**src/rtl/ctrl_bubble_stage.sv**
```systemverilog
`default_nettype none
// ============================================================================
// Module      : ctrl_bubble_stage
// Description : ID/EX control-word register with load-use bubble injection.
//               A hazard in IDLE loads NOP_WORD for BUBBLE_CYCLES edges while
//               hold_up freezes IF/ID. Branch flush kills the entering word;
//               downstream stall freezes the whole stage.
//               Optional macro BUBBLE_CNT_EN adds a 16-bit saturating count
//               of inserted bubbles on port bubble_cnt.
// Revision    : 1.0 - initial release
// ============================================================================
module ctrl_bubble_stage #(
    parameter int                CTRL_W        = 10,
    parameter int                BUBBLE_CYCLES = 1,
    parameter logic [CTRL_W-1:0] NOP_WORD      = {CTRL_W{1'b0}}
) (
    input  logic              clk,
    input  logic              rst_n,
    input  logic [CTRL_W-1:0] ctrl_in,
    input  logic              in_valid,
    input  logic              hazard,
    input  logic              flush,
    input  logic              stall,
    output logic [CTRL_W-1:0] ctrl_out,
    output logic              out_valid,
`ifdef BUBBLE_CNT_EN
    output logic [15:0]       bubble_cnt,
`endif
    output logic              hold_up
);

    // Bubbles still owed after the one loaded by the hazard edge itself.
    localparam logic [3:0] c_REM_INIT = 4'(BUBBLE_CYCLES - 1);
    localparam bit         c_MULTI    = (BUBBLE_CYCLES > 1);

    typedef enum logic [0:0] {
        ST_IDLE   = 1'b0,
        ST_BUBBLE = 1'b1
    } state_t;

    state_t            r_state;
    state_t            w_stateNext;
    logic [3:0]        r_remaining;
    logic [3:0]        w_remainingNext;
    logic [CTRL_W-1:0] r_ctrl;
    logic [CTRL_W-1:0] w_ctrlNext;
    logic              r_valid;
    logic              w_validNext;

    // State, remaining-bubble counter and the control register itself.
    always_ff @(posedge clk or negedge rst_n) begin
        if (!rst_n) begin
            r_state     <= ST_IDLE;
            r_remaining <= 4'd0;
            r_ctrl      <= NOP_WORD;
            r_valid     <= 1'b0;
        end else begin
            r_state     <= w_stateNext;
            r_remaining <= w_remainingNext;
            r_ctrl      <= w_ctrlNext;
            r_valid     <= w_validNext;
        end
    end

    // Next-state selection: flush > stall > bubble window > hazard > load.
    always_comb begin
        w_stateNext     = r_state;
        w_remainingNext = r_remaining;
        w_ctrlNext      = r_ctrl;
        w_validNext     = r_valid;
        if (flush) begin
            w_stateNext     = ST_IDLE;
            w_remainingNext = 4'd0;
            w_ctrlNext      = NOP_WORD;
            w_validNext     = 1'b0;
        end else if (stall) begin
            // everything holds
        end else if (r_state == ST_BUBBLE) begin
            w_ctrlNext  = NOP_WORD;
            w_validNext = 1'b0;
            if (r_remaining != 4'd0) begin
                w_remainingNext = r_remaining - 4'd1;
            end
            if (r_remaining <= 4'd1) begin
                w_stateNext = ST_IDLE;
            end
        end else if (hazard) begin
            w_ctrlNext  = NOP_WORD;
            w_validNext = 1'b0;
            if (c_MULTI) begin
                w_stateNext     = ST_BUBBLE;
                w_remainingNext = c_REM_INIT;
            end else begin
                w_stateNext     = ST_IDLE;
                w_remainingNext = 4'd0;
            end
        end else begin
            w_ctrlNext  = ctrl_in;
            w_validNext = in_valid;
        end
    end

    assign ctrl_out  = r_ctrl;
    assign out_valid = r_valid;
    assign hold_up   = stall | (r_state == ST_BUBBLE)
                     | ((r_state == ST_IDLE) & hazard & ~flush);

`ifdef BUBBLE_CNT_EN
    logic [15:0] r_bubbleCnt;
    logic        w_countBubble;

    // A bubble is counted on every edge that loads a bubble (not a flush NOP).
    assign w_countBubble = ~flush & ~stall & ((r_state == ST_BUBBLE) | hazard);

    // Saturating bubble counter; sticks at all-ones.
    always_ff @(posedge clk or negedge rst_n) begin
        if (!rst_n) begin
            r_bubbleCnt <= 16'd0;
        end else if (w_countBubble && (r_bubbleCnt != 16'hFFFF)) begin
            r_bubbleCnt <= r_bubbleCnt + 16'd1;
        end
    end

    assign bubble_cnt = r_bubbleCnt;
`endif

endmodule
`default_nettype wire

```
**config.mk**
```make
export PLATFORM = sky130hd
export DESIGN_NAME = ctrl_bubble_stage
export DESIGN_NICKNAME = d
export VERILOG_FILES = /design/src/rtl/ctrl_bubble_stage.sv
export SDC_FILE = /design/constraint.sdc
export NUM_CORES = 1
export LEC_CHECK = 0
export CORE_MARGIN = 5
export CORE_UTILIZATION = 37
export DETAILED_ROUTE_END_ITERATION = 16
export PLACE_DENSITY = 0.71
export SLEW_MARGIN = 5
export SYNTH_ARGS = -nofsm -noshare
export SYNTH_HDL_FRONTEND = slang
export SYNTH_SLANG_ARGS = --single-unit
```
**constraint.sdc**
```tcl
create_clock -name clk -period 1.4 [get_ports clk]
set_input_delay 0.14 -clock clk [delete_from_list [all_inputs] [get_ports clk]]
set_output_delay 0.14 -clock clk [all_outputs]
set_load 0.01 [all_outputs]
```
==> metrics.md, run 1 <==
| Metric | Value |
|---|---|
| Pin count of the biggest net entering global routing | 17 |
| Post-synthesis sequential area ratio | 55.5% |
| CP peak stage delay | 0.41 ns |
| Ratio of cells with drive above 1 in the final layout | 21.6% |
| Initial Util | 38.0% |
| RSZ-0062 raised after global routing | yes |
| Detail Placement HPWL | 1.25 mm |
| Final Hold Fails | 0 |
| Clock power share | 27.0% |
| Crit path cell chain | inv_1 -> ha_2 -> or3b_4 -> o22ai_2 -> a22o_1 |
| Fin crit share | 96.9% |
| Final worst path period need | 1.36 ns |
| FILL cells | 168 |
| Synth Net Count | 79 |
| DIE AREA | 0.00293 mm2 |
| DP Area | 0.00108 mm2 |
| Clock Skews | 0.00994 ns |
| Netlist Area Pre-Place | 722 um2 |
| Port buffer count | 27 |
| Routed vias | 631 |
| Fin area | 0.00111 mm2 |
| Die Y | 54.2 um |
| Nets | 117 |
| DRT iter0 DRCs | 3 |
| P_leak | 0.513 nW |
| Vias/cell | 5.09 |
| Synth warn | 0 |
| Pwr Density | 755 mW/mm2 |
| Clk sinks | 16 |
| TritonCTS Buffers | 3 |
| Sw power | 0.000185 W |
| Initial antenna violation count | 0 |
| FMAX | 737 MHz |
| GRT busiest layer | met2 |
| Setup CP Type | flip-flop to flip-flop |
| Syn_area_per_cell | 11.8 um2 |
| Mapped Cells | 61 |
| Core footprint | 0.00190 mm2 |
| Setup Viol. Count Final | 0 |
| Layout area overhead | 54.2% |
| Number of synthesized register bits | 16 |
| Slew @ Worst Pin | 0.772 ns |
| Routed Antenna Nets | 0 |
| Slew Limit Fails | 0 |
| Cts hold-fix bufs | 0 |
| WL/cell | 13.1 um |
| Worst VDD drop | 0.571 mV |
| Crit end category | flip-flop |
| Fin cells | 124 |
| Max Root-Sink Buffers | 2 |
| Register share of total power | 57.1% |
| Crit path max fanout | 4 |
| Setup TNS Final | 0 ns |
| Placed insts | 120 |
| CTS tree | built |
| Row cnt | 16 |
| Setup crit start kind | flip-flop |
| Number of remaining DRC errors | 0 |
| Logic pwr share | 15.9% |
| Status | finished, final reports clean |
| H-tree depth | 1 |
| Gr ovfl total | 0 |
| Boundary Pins | 28 |
| Clk pin slew, worst setup/hold paths | 0.09 ns |
| CP arrival | 1.57 ns |
| Worst slew margin | 48.5% |
| Critical path's slowest cell | dfrtp_1 |
| GR Layer Usage met3 | 4.16% |
| Sequential Area | 400 um2 |
| Vias in the first global route | 579 |
| GR Layer Usage met1 | 14.0% |
| Met2 Use GR | 18.7% |
| Power Internal | 0.000656 W |
| Global-route wire length before repair | 2.44 mm |
| Drt pass-1 iters | 4 |
| Clk Latency, worst-skew pair | 0.28 ns |
| Max_cap viols | 0 |
| Root Driver | clkbuf_4 |
| Sw Share | 22.0% |
| Multi-input gate area | 302 um2 |
| Horiz. Die Dim | 54.2 um |
| Placer Congestion | 0.755 |
| # diodes | 0 |
| Required time of the worst setup path | 1.61 ns |
| Total GRT Usage | 11.5% |
| Synth unique cells | 20 |
| Hold WC Path Type | primary input to async pin |
| Routed WL | 1.63 mm |
[placed cells by master, fill, tap and decap left out, types with 2 or more instances in the layout]
master / n
a21o_1: 2
a22o_1: 12
buf_4: 10
clkbuf_4: 3
clkdlybuf4s50_1: 26
dfrtp_1: 16
inv_1: 2
nor2_1: 3
nor3_1: 2
nor4_1: 4
o22ai_1: 2
[logic make-up after synthesis]
family | after synthesis | synth area share [%]
buffers and inverters | 7 | 4.33
and+or+nand+nor | 16 | 14.2
AOI/OAI and AO/OA | 20 | 22.5
adders and majority gates | 2 | 3.47
DFF | 16 | 55.5
[layout make-up]
| cell class | instances | share of cell area [%] |
|---|---|---|
| tap | 27 | 3.03 |
| inverter | 3 | 1.01 |
| clock buffer | 3 | 2.02 |
| sequential | 16 | 36.0 |
| multi-input combinational | 38 | 27.1 |
| timing repair buffer | 37 | 30.9 |
[critical path, delay by kind of cell, from the launching register on]
| family | cells | cell delay [ns] |
|---|---|---|
| compound gates | 2 | 0.28 |
| fa+ha+maj | 1 | 0.16 |
| buf+inv | 1 | 0.07 |
| flops | 1 | 0.41 |
| simple gates | 1 | 0.38 |
[metal layers]
layer  part of all wire, %  wire, um  up-vias
met4                   1.8        30        0
met1                    42       685      301
met5                     0         0        -
li1                      -         -      306
met2                    51       824       20
met3                   5.5        89        4
[final timing paths]
path / startpoint / end / slack (ns) / depth (start not counted)
max: r_remaining[0]$_DFFE_PN0P_ / r_remaining[1]$_DFFE_PN0P_ / 0.04 / 5
min: rst_n / ctrl_out[2]$_DFFE_PN0P_ / 0.16 / 2
max reg2reg: r_remaining[0]$_DFFE_PN0P_ / r_remaining[1]$_DFFE_PN0P_ / 0.04 / 5
min reg2reg: ctrl_out[4]$_DFFE_PN0P_ / ctrl_out[4]$_DFFE_PN0P_ / 0.51 / 1
max in group asynchronous: rst_n / ctrl_out[3]$_DFFE_PN0P_ / 1.05 / 2
min in group clk: ctrl_in[2] / ctrl_out[2]$_DFFE_PN0P_ / 0.45 / 2
[flip-flops by register name, indices dropped and copies added (netlist names)]
register     flops
ctrl_out        10
r_remaining      4
out_valid        1
r_state          1
[what timing repair did]
item	4_1_cts	5_1_grt
pin swaps	0	3
buffers inserted	0	1
gates resized for setup	1	2
setup endpoints to repair	1	2
[Yosys cell counts]
library cell / count / share of area [%]
nor3_1: 2 / 1.4
o21ba_2: 1 / 1.4
or4_4: 1 / 1.6
o22ai_1: 3 / 2.6
nor4_2: 1 / 1.7
o21ai_0: 1 / 0.69
dfrtp_1: 16 / 55
nor4_1: 4 / 3.5
a21o_1: 2 / 2.1
nor2b_1: 1 / 0.87
inv_1: 3 / 1.6
nand2_1: 1 / 0.52
buf_2: 4 / 2.8
a21o_2: 1 / 1.2
a22o_1: 12 / 15
or3b_1: 1 / 1.2
nor2_1: 3 / 1.6
nand2b_1: 1 / 0.87
ha_1: 2 / 3.5
nor3b_1: 1 / 1.0
[metrics by stage]
step / util [%] / hold WS [ns] / worst slack (ns) / total power (W)
after floorplan: - / -0.156 / 0.0185 / 0.000529
after global placement: 56.9 / 0.475 / -0.160 / 0.000624
after detailed placement: 56.9 / 0.479 / -0.209 / 0.000626
after CTS: 58.0 / 0.165 / 0.00118 / 0.000856
after global routing: 58.6 / 0.167 / -0.0181 / 0.000880
final: 58.6 / 0.163 / 0.0440 / 0.000841
[power groups by stage]
| stage | Sequential, W | Clock, W | Combinational (W) |
|---|---|---|---|
| 2_1_floorplan | 0.000495 | 0 | 0.0000346 |
| 3_3_place_gp | 0.000489 | 0 | 0.000135 |
| 3_5_place_dp | 0.000489 | 0 | 0.000136 |
| 4_1_cts | 0.000480 | 0.000241 | 0.000135 |
| 5_1_grt | 0.000481 | 0.000256 | 0.000143 |
| 6_report | 0.000480 | 0.000227 | 0.000134 |
No activity file was read; power rests on OpenSTA's default activity.
==> run 2: changes to the inputs <==
- PLACE_DENSITY: 0.71 -> 0.72
==> run 2 against run 1 <==
  * Register-to-register slack about the same
  * Global-route usage grew 0.70 points
  * Clock skew fell by 0.0069 ns
  * Worst hold slack gained 0.0068 ns
  * Setup slack improved by 0.00055 ns
  * Sequential share of layout area is 0.48 points lower
  * Sequential power is essentially flat
  * Core utilization is 0.79 points higher
  * Critical path type unchanged
  * Largest cell class unchanged
  * Highest routed layer unchanged
==> metrics.md, run 2 (synthesized netlist as in run 1, its figures left out) <==
| Metric | Value |
|---|---|
| Row cnt | 16 (unchanged) |
| Vias/cell | 5.00 (was 5.09) |
| Layout area overhead | 56.3% (was 54.2%) |
| Setup crit start kind | flip-flop (unchanged) |
| Status | finished, final reports clean (unchanged) |
| Top routing layer used | met4 (unchanged) |
| H-tree depth | 1 (unchanged) |
| Vias in the first global route | 579 (unchanged) |
| Routed Antenna Nets | 0 (unchanged) |
| Total GRT Usage | 12.2% (was 11.5%) |
| WL/cell | 13.4 um (was 13.1 um) |
| M1 wire length | 722 um (was 685 um) |
| Horiz. Die Dim | 54.2 um (unchanged) |
| Placed insts | 120 (unchanged) |
| Global-route wire length before repair | 2.61 mm (was 2.44 mm) |
| Initial Util | 38.0% (unchanged) |
| Nets | 118 (was 117) |
| Root Driver | clkbuf_4 (unchanged) |
| Boundary Pins | 28 (unchanged) |
| P_leak | 0.519 nW (was 0.513 nW) |
| Max Root-Sink Buffers | 2 (unchanged) |
| Reg-to-Reg Start | r_remaining[0]$_DFFE_PN0P_ (unchanged) |
| Pin count of the biggest net entering global routing | 17 (unchanged) |
| # diodes | 0 (unchanged) |
| Detail Placement HPWL | 1.32 mm (was 1.25 mm) |
| DRT iter0 DRCs | 6 (was 3) |
| Reg2Reg Setup Slack | 0.04 ns (about the same) |
| Largest register FFs | 10 (unchanged) |
| Clk sinks | 16 (unchanged) |
| Crit end category | flip-flop (unchanged) |
| Pwr Density | 751 mW/mm2 (was 755 mW/mm2) |
| WL met2 | 886 um (was 824 um) |
| Routed vias | 625 (was 631) |
| Setup CP Type | flip-flop to flip-flop (unchanged) |
| Crit path launch | r_remaining[0]$_DFFE_PN0P_ (unchanged) |
| Most common cell after layout, fill and taps aside | clkdlybuf4s50_1 (unchanged) |
| Total Power | 0.000847 W (was 0.000841 W) |
| Number of remaining DRC errors | 0 (unchanged) |
| Final worst path period need | 1.36 ns (about the same) |
| CTS tree | built (unchanged) |
| TritonCTS Buffers | 3 (unchanged) |
| Fin crit share | 96.8% (was 96.9%) |
| Met3 wire length | 52 um (was 89 um) |
| Port buffer count | 27 (unchanged) |
| Cts hold-fix bufs | 0 (unchanged) |
| Placer Congestion | 0.755 (unchanged) |
| Worst VDD drop | 0.489 mV (was 0.571 mV) |
| Setup TNS Final | 0 ns (unchanged) |
| Core footprint | 0.00190 mm2 (unchanged) |
| Commonest cells after routing, fill and taps aside | clkdlybuf4s50_1 (26), dfrtp_1 (16), a22o_1 (12) (unchanged) |
| Initial antenna violation count | 0 (unchanged) |
| Drt pass-1 iters | 4 (unchanged) |
| Hold WC Path Type | primary input to async pin (unchanged) |
| Clk pin slew, worst setup/hold paths | 0.09 ns (about the same) |
| Clk Latency, worst-skew pair | 0.28 ns (about the same) |
| RSZ-0062 raised after global routing | yes (unchanged) |
| Setup Viol. Count Final | 0 (unchanged) |
| Slew @ Worst Pin | 0.765 ns (was 0.772 ns) |
| Required time of the worst setup path | 1.62 ns (was 1.61 ns) |
| DIE AREA | 0.00293 mm2 (unchanged) |
| Gr ovfl total | 0 (unchanged) |
| Max_cap viols | 0 (unchanged) |
| Fin cells | 125 (was 124) |
| FF-to-FF End | r_remaining[3]$_DFFE_PN0P_ (was r_remaining[1]$_DFFE_PN0P_) |
| Crit path max fanout | 3 (was 4) |
| Routed WL | 1.68 mm (was 1.63 mm) |
| Clock Skews | 0.00303 ns (was 0.00994 ns) |
| FMAX | 738 MHz (was 737 MHz) |
| Ratio of cells with drive above 1 in the final layout | 22.4% (was 21.6%) |
| CP arrival | 1.57 ns (about the same) |
| Worst slew margin | 48.9% (was 48.5%) |
| Reg2reg path depth | 4 (was 5) |
| Slew Limit Fails | 0 (unchanged) |
| Die Y | 54.2 um (unchanged) |
| Final Hold Fails | 0 (unchanged) |
[run 2: cell types whose count changed in the layout (fill, tap and decap cells not counted), sizes merged]
cell	change
buf	+1
[run 2: stage by stage]
stage               area [um2]  utilization [%]  hold WS [ns]  setup slack (ns)
CTS                       1120             58.8         0.172            0.0125
floorplan                  731                -        -0.156            0.0185
detailed placement        1080             56.9         0.479            -0.201
global route              1130             59.3         0.174           -0.0246
global placement          1080             56.9         0.475            -0.157
finish                    1130             59.3         0.170            0.0446
[run 2: worst max-delay path: stages (launching register included)]
cell	delay (ns)
dfrtp_1	0.40
buf_4	0.14
or4_4	0.52
nor4_2	0.14
a21o_1	0.11
[run 2: layer usage]
| metal | up-vias | GRT usage (%) |
|---|---|---|
| met5 | - | 0 |
| met4 | 0 | 4.98 |
| met3 | 2 | 2.49 |
| met2 | 9 | 20.3 |
| met1 | 306 | 15.3 |
| li1 | 308 | - |
[run 2: how the worst max path moves through the flow]
stage / cells past startpoint / endpoint
global placement: 3 / ctrl_out[5]$_DFFE_PN0P_
CTS: 5 / r_remaining[1]$_DFFE_PN0P_
global route: 5 / r_remaining[1]$_DFFE_PN0P_
floorplan: 4 / r_remaining[1]$_DFFE_PN0P_
finish: 4 / r_remaining[3]$_DFFE_PN0P_
detailed placement: 3 / ctrl_out[5]$_DFFE_PN0P_
[run 2: final cells by class]
class,count,area [um2]
Clock buffer,3,22.5
Multi-Input combinational cell,38,309
Inverter,3,11.3
Timing Repair Buffer,38,352
Tap cell,27,33.8
Fill cell,171,773
Sequential cell,16,400
[run 2: timing repair]
action / CTS / global route
setup endpoints to repair: 2 / 3
gates resized for setup: 1 / 3
pin swaps: 0 / 3
buffers inserted: 2 / 0
[run 2: power breakdown]
group	leakage (nW)	internal [W]	total, W	switching (W)
Sequential	0.220	0.000474	0.000481	0.00000701
Clock	0.0138	0.0000996	0.000231	0.000131
Combinational	0.285	0.0000843	0.000136	0.0000516
Total	0.519	0.000657	0.000847	0.000190
==> run 3: changes to the inputs <==
- HOLD_SLACK_MARGIN: not set -> 0.15
- REMOVE_ABC_BUFFERS: not set -> 1
==> run 3 against run 2 <==
  * Total power grew 9.2%
  * Final cell count shrank 0.80%
  * Sequential cell count is the same
==> metrics.md, run 3 (synthesized netlist as in run 1, its figures left out) <==
| Metric | Value |
|---|---|
| Crit end category | flip-flop (unchanged) |
| Required time of the worst setup path | 1.63 ns (was 1.62 ns) |
| Root Driver | clkbuf_4 (unchanged) |
| Fin cells | 124 (was 125) |
| FILL cells | 161 (was 171) |
| Post-Place Setup Slack | -0.248 ns (was -0.201 ns) |
| Clk Latency, worst-skew pair | 0.28 ns (about the same) |
| Reg-to-Reg Start | r_remaining[0]$_DFFE_PN0P_ (unchanged) |
| Boundary Pins | 28 (unchanged) |
| Detail Placement HPWL | 1.37 mm (was 1.32 mm) |
| Setup CP Type | flip-flop to flip-flop (unchanged) |
| Clk sinks | 16 (unchanged) |
| Final Hold Fails | 0 (unchanged) |
| Setup TNS Final | 0 ns (unchanged) |
| Routed vias | 621 (was 625) |
| Global-route wire length before repair | 2.77 mm (was 2.61 mm) |
| Horiz. Die Dim | 54.2 um (unchanged) |
| Layout area overhead | 56.2% (was 56.3%) |
| Pwr Density | 821 mW/mm2 (was 751 mW/mm2) |
| RSZ-0062 raised after global routing | yes (unchanged) |
| DRT iter0 DRCs | 6 (unchanged) |
| Number of remaining DRC errors | 0 (unchanged) |
| Clk pin slew, worst setup/hold paths | 0.10 ns (was 0.09 ns) |
| Total GRT Usage | 13.1% (was 12.2%) |
| Worst VDD drop | 0.664 mV (was 0.489 mV) |
| H-tree depth | 1 (unchanged) |
| Worst slew margin | 50.0% (was 48.9%) |
| CP arrival | 1.60 ns (was 1.57 ns) |
| Setup Viol. Count Final | 0 (unchanged) |
| Crit path max fanout | 5 (was 3) |
| Core footprint | 0.00190 mm2 (unchanged) |
| Largest register FFs | 10 (unchanged) |
| Max_cap viols | 0 (unchanged) |
| Placer Congestion | 0.784 (was 0.755) |
| Fin Hold WS | 0.153 ns (was 0.170 ns) |
| Hold WC Path Type | primary input to async pin (unchanged) |
| TritonCTS Buffers | 3 (unchanged) |
| Initial Util | 38.0% (unchanged) |
| Crit path launch | r_remaining[0]$_DFFE_PN0P_ (unchanged) |
| Routed Antenna Nets | 0 (unchanged) |
| Pin count of the biggest net entering global routing | 17 (unchanged) |
| Vias in the first global route | 610 (was 579) |
| Commonest cells after routing, fill and taps aside | clkdlybuf4s50_1 (26), dfrtp_1 (16), a22o_1 (12) (unchanged) |
| CTS tree | built (unchanged) |
| Status | finished, final reports clean (unchanged) |
| Routed WL | 1.75 mm (was 1.68 mm) |
| Vias/cell | 5.01 (was 5.00) |
| Slew @ Worst Pin | 0.748 ns (was 0.765 ns) |
| DIE AREA | 0.00293 mm2 (unchanged) |
| Row cnt | 16 (unchanged) |
| Setup crit start kind | flip-flop (unchanged) |
| Most common cell after layout, fill and taps aside | clkdlybuf4s50_1 (unchanged) |
| FMAX | 726 MHz (was 738 MHz) |
| Worst Setup Slack, final | 0.0223 ns (was 0.0446 ns) |
| WL/cell | 14.1 um (was 13.4 um) |
| Port buffer count | 27 (unchanged) |
| Fin crit share | 98.4% (was 96.8%) |
| Placed insts | 119 (was 120) |
| Total Power | 0.000925 W (was 0.000847 W) |
| Slew Limit Fails | 0 (unchanged) |
| Clock Skews | 0.00423 ns (was 0.00303 ns) |
| P_leak | 0.515 nW (was 0.519 nW) |
| Die Y | 54.2 um (unchanged) |
| Drt pass-1 iters | 4 (unchanged) |
| Nets | 116 (was 118) |
| Final worst path period need | 1.38 ns (was 1.36 ns) |
| # diodes | 0 (unchanged) |
| Ratio of cells with drive above 1 in the final layout | 21.6% (was 22.4%) |
| Gr ovfl total | 0 (unchanged) |
| Initial antenna violation count | 0 (unchanged) |
| Max Root-Sink Buffers | 2 (unchanged) |
-- run 3: worst max-delay path, stage by stage, from the launching register on --
cell and delay [ns]:
dfrtp_1 0.38, buf_4 0.15, or4_4 0.52, nor4_2 0.15, a21o_1 0.12
-- run 3: final cells by class --
cell class / count / area (um2) / area share [%]
multi-input cells: 38 / 309 / 27.4
clock buffers: 4 / 36.3 / 3.22
inverters: 3 / 11.3 / 0.999
well taps: 27 / 33.8 / 3.00
flip-flops and latches: 16 / 400 / 35.5
repair buffers: 36 / 337 / 29.9
-- run 3: final timing paths --
check	to	slack [ns]	cells after the start
worst min-delay path	out_valid$_DFFE_PN0P_	0.15	2
max in group asynchronous	r_remaining[3]$_DFFE_PN0P_	1.07	2
min in group clk	ctrl_out[6]$_DFFE_PN0P_	0.45	2
worst max-delay path	r_remaining[3]$_DFFE_PN0P_	0.02	4
worst max register to register	r_remaining[3]$_DFFE_PN0P_	0.02	4
worst min register to register	ctrl_out[5]$_DFFE_PN0P_	0.51	1
-- run 3: metrics by stage --
step	util, %	area, um2
floorplan	-	702
global placement	56.1	1070
detailed placement	56.1	1070
CTS	58.2	1110
global route	59.3	1130
finish	59.3	1130
-- run 3: timing repair --
item                       CTS  global route
pin swaps                    0             2
hold buffers                 0             0
setup endpoints to repair    2             7
gates resized for setup      2             4
buffers inserted             0             1
-- run 3: metal layers --
metal	up-vias	global-route usage [%]	wire length, um
met4	0	4.98	19
met1	307	17.3	744
li1	303	-	-
met5	-	0	0
met2	9	20.9	950
met3	2	2.49	37
-- run 3: where the power goes --
| part | switching, W | internal, W |
|---|---|---|
| registers | 0.00000667 | 0.000474 |
| logic | 0.0000519 | 0.0000842 |
| clock network | 0.000151 | 0.000158 |
| total | 0.000209 | 0.000716 |
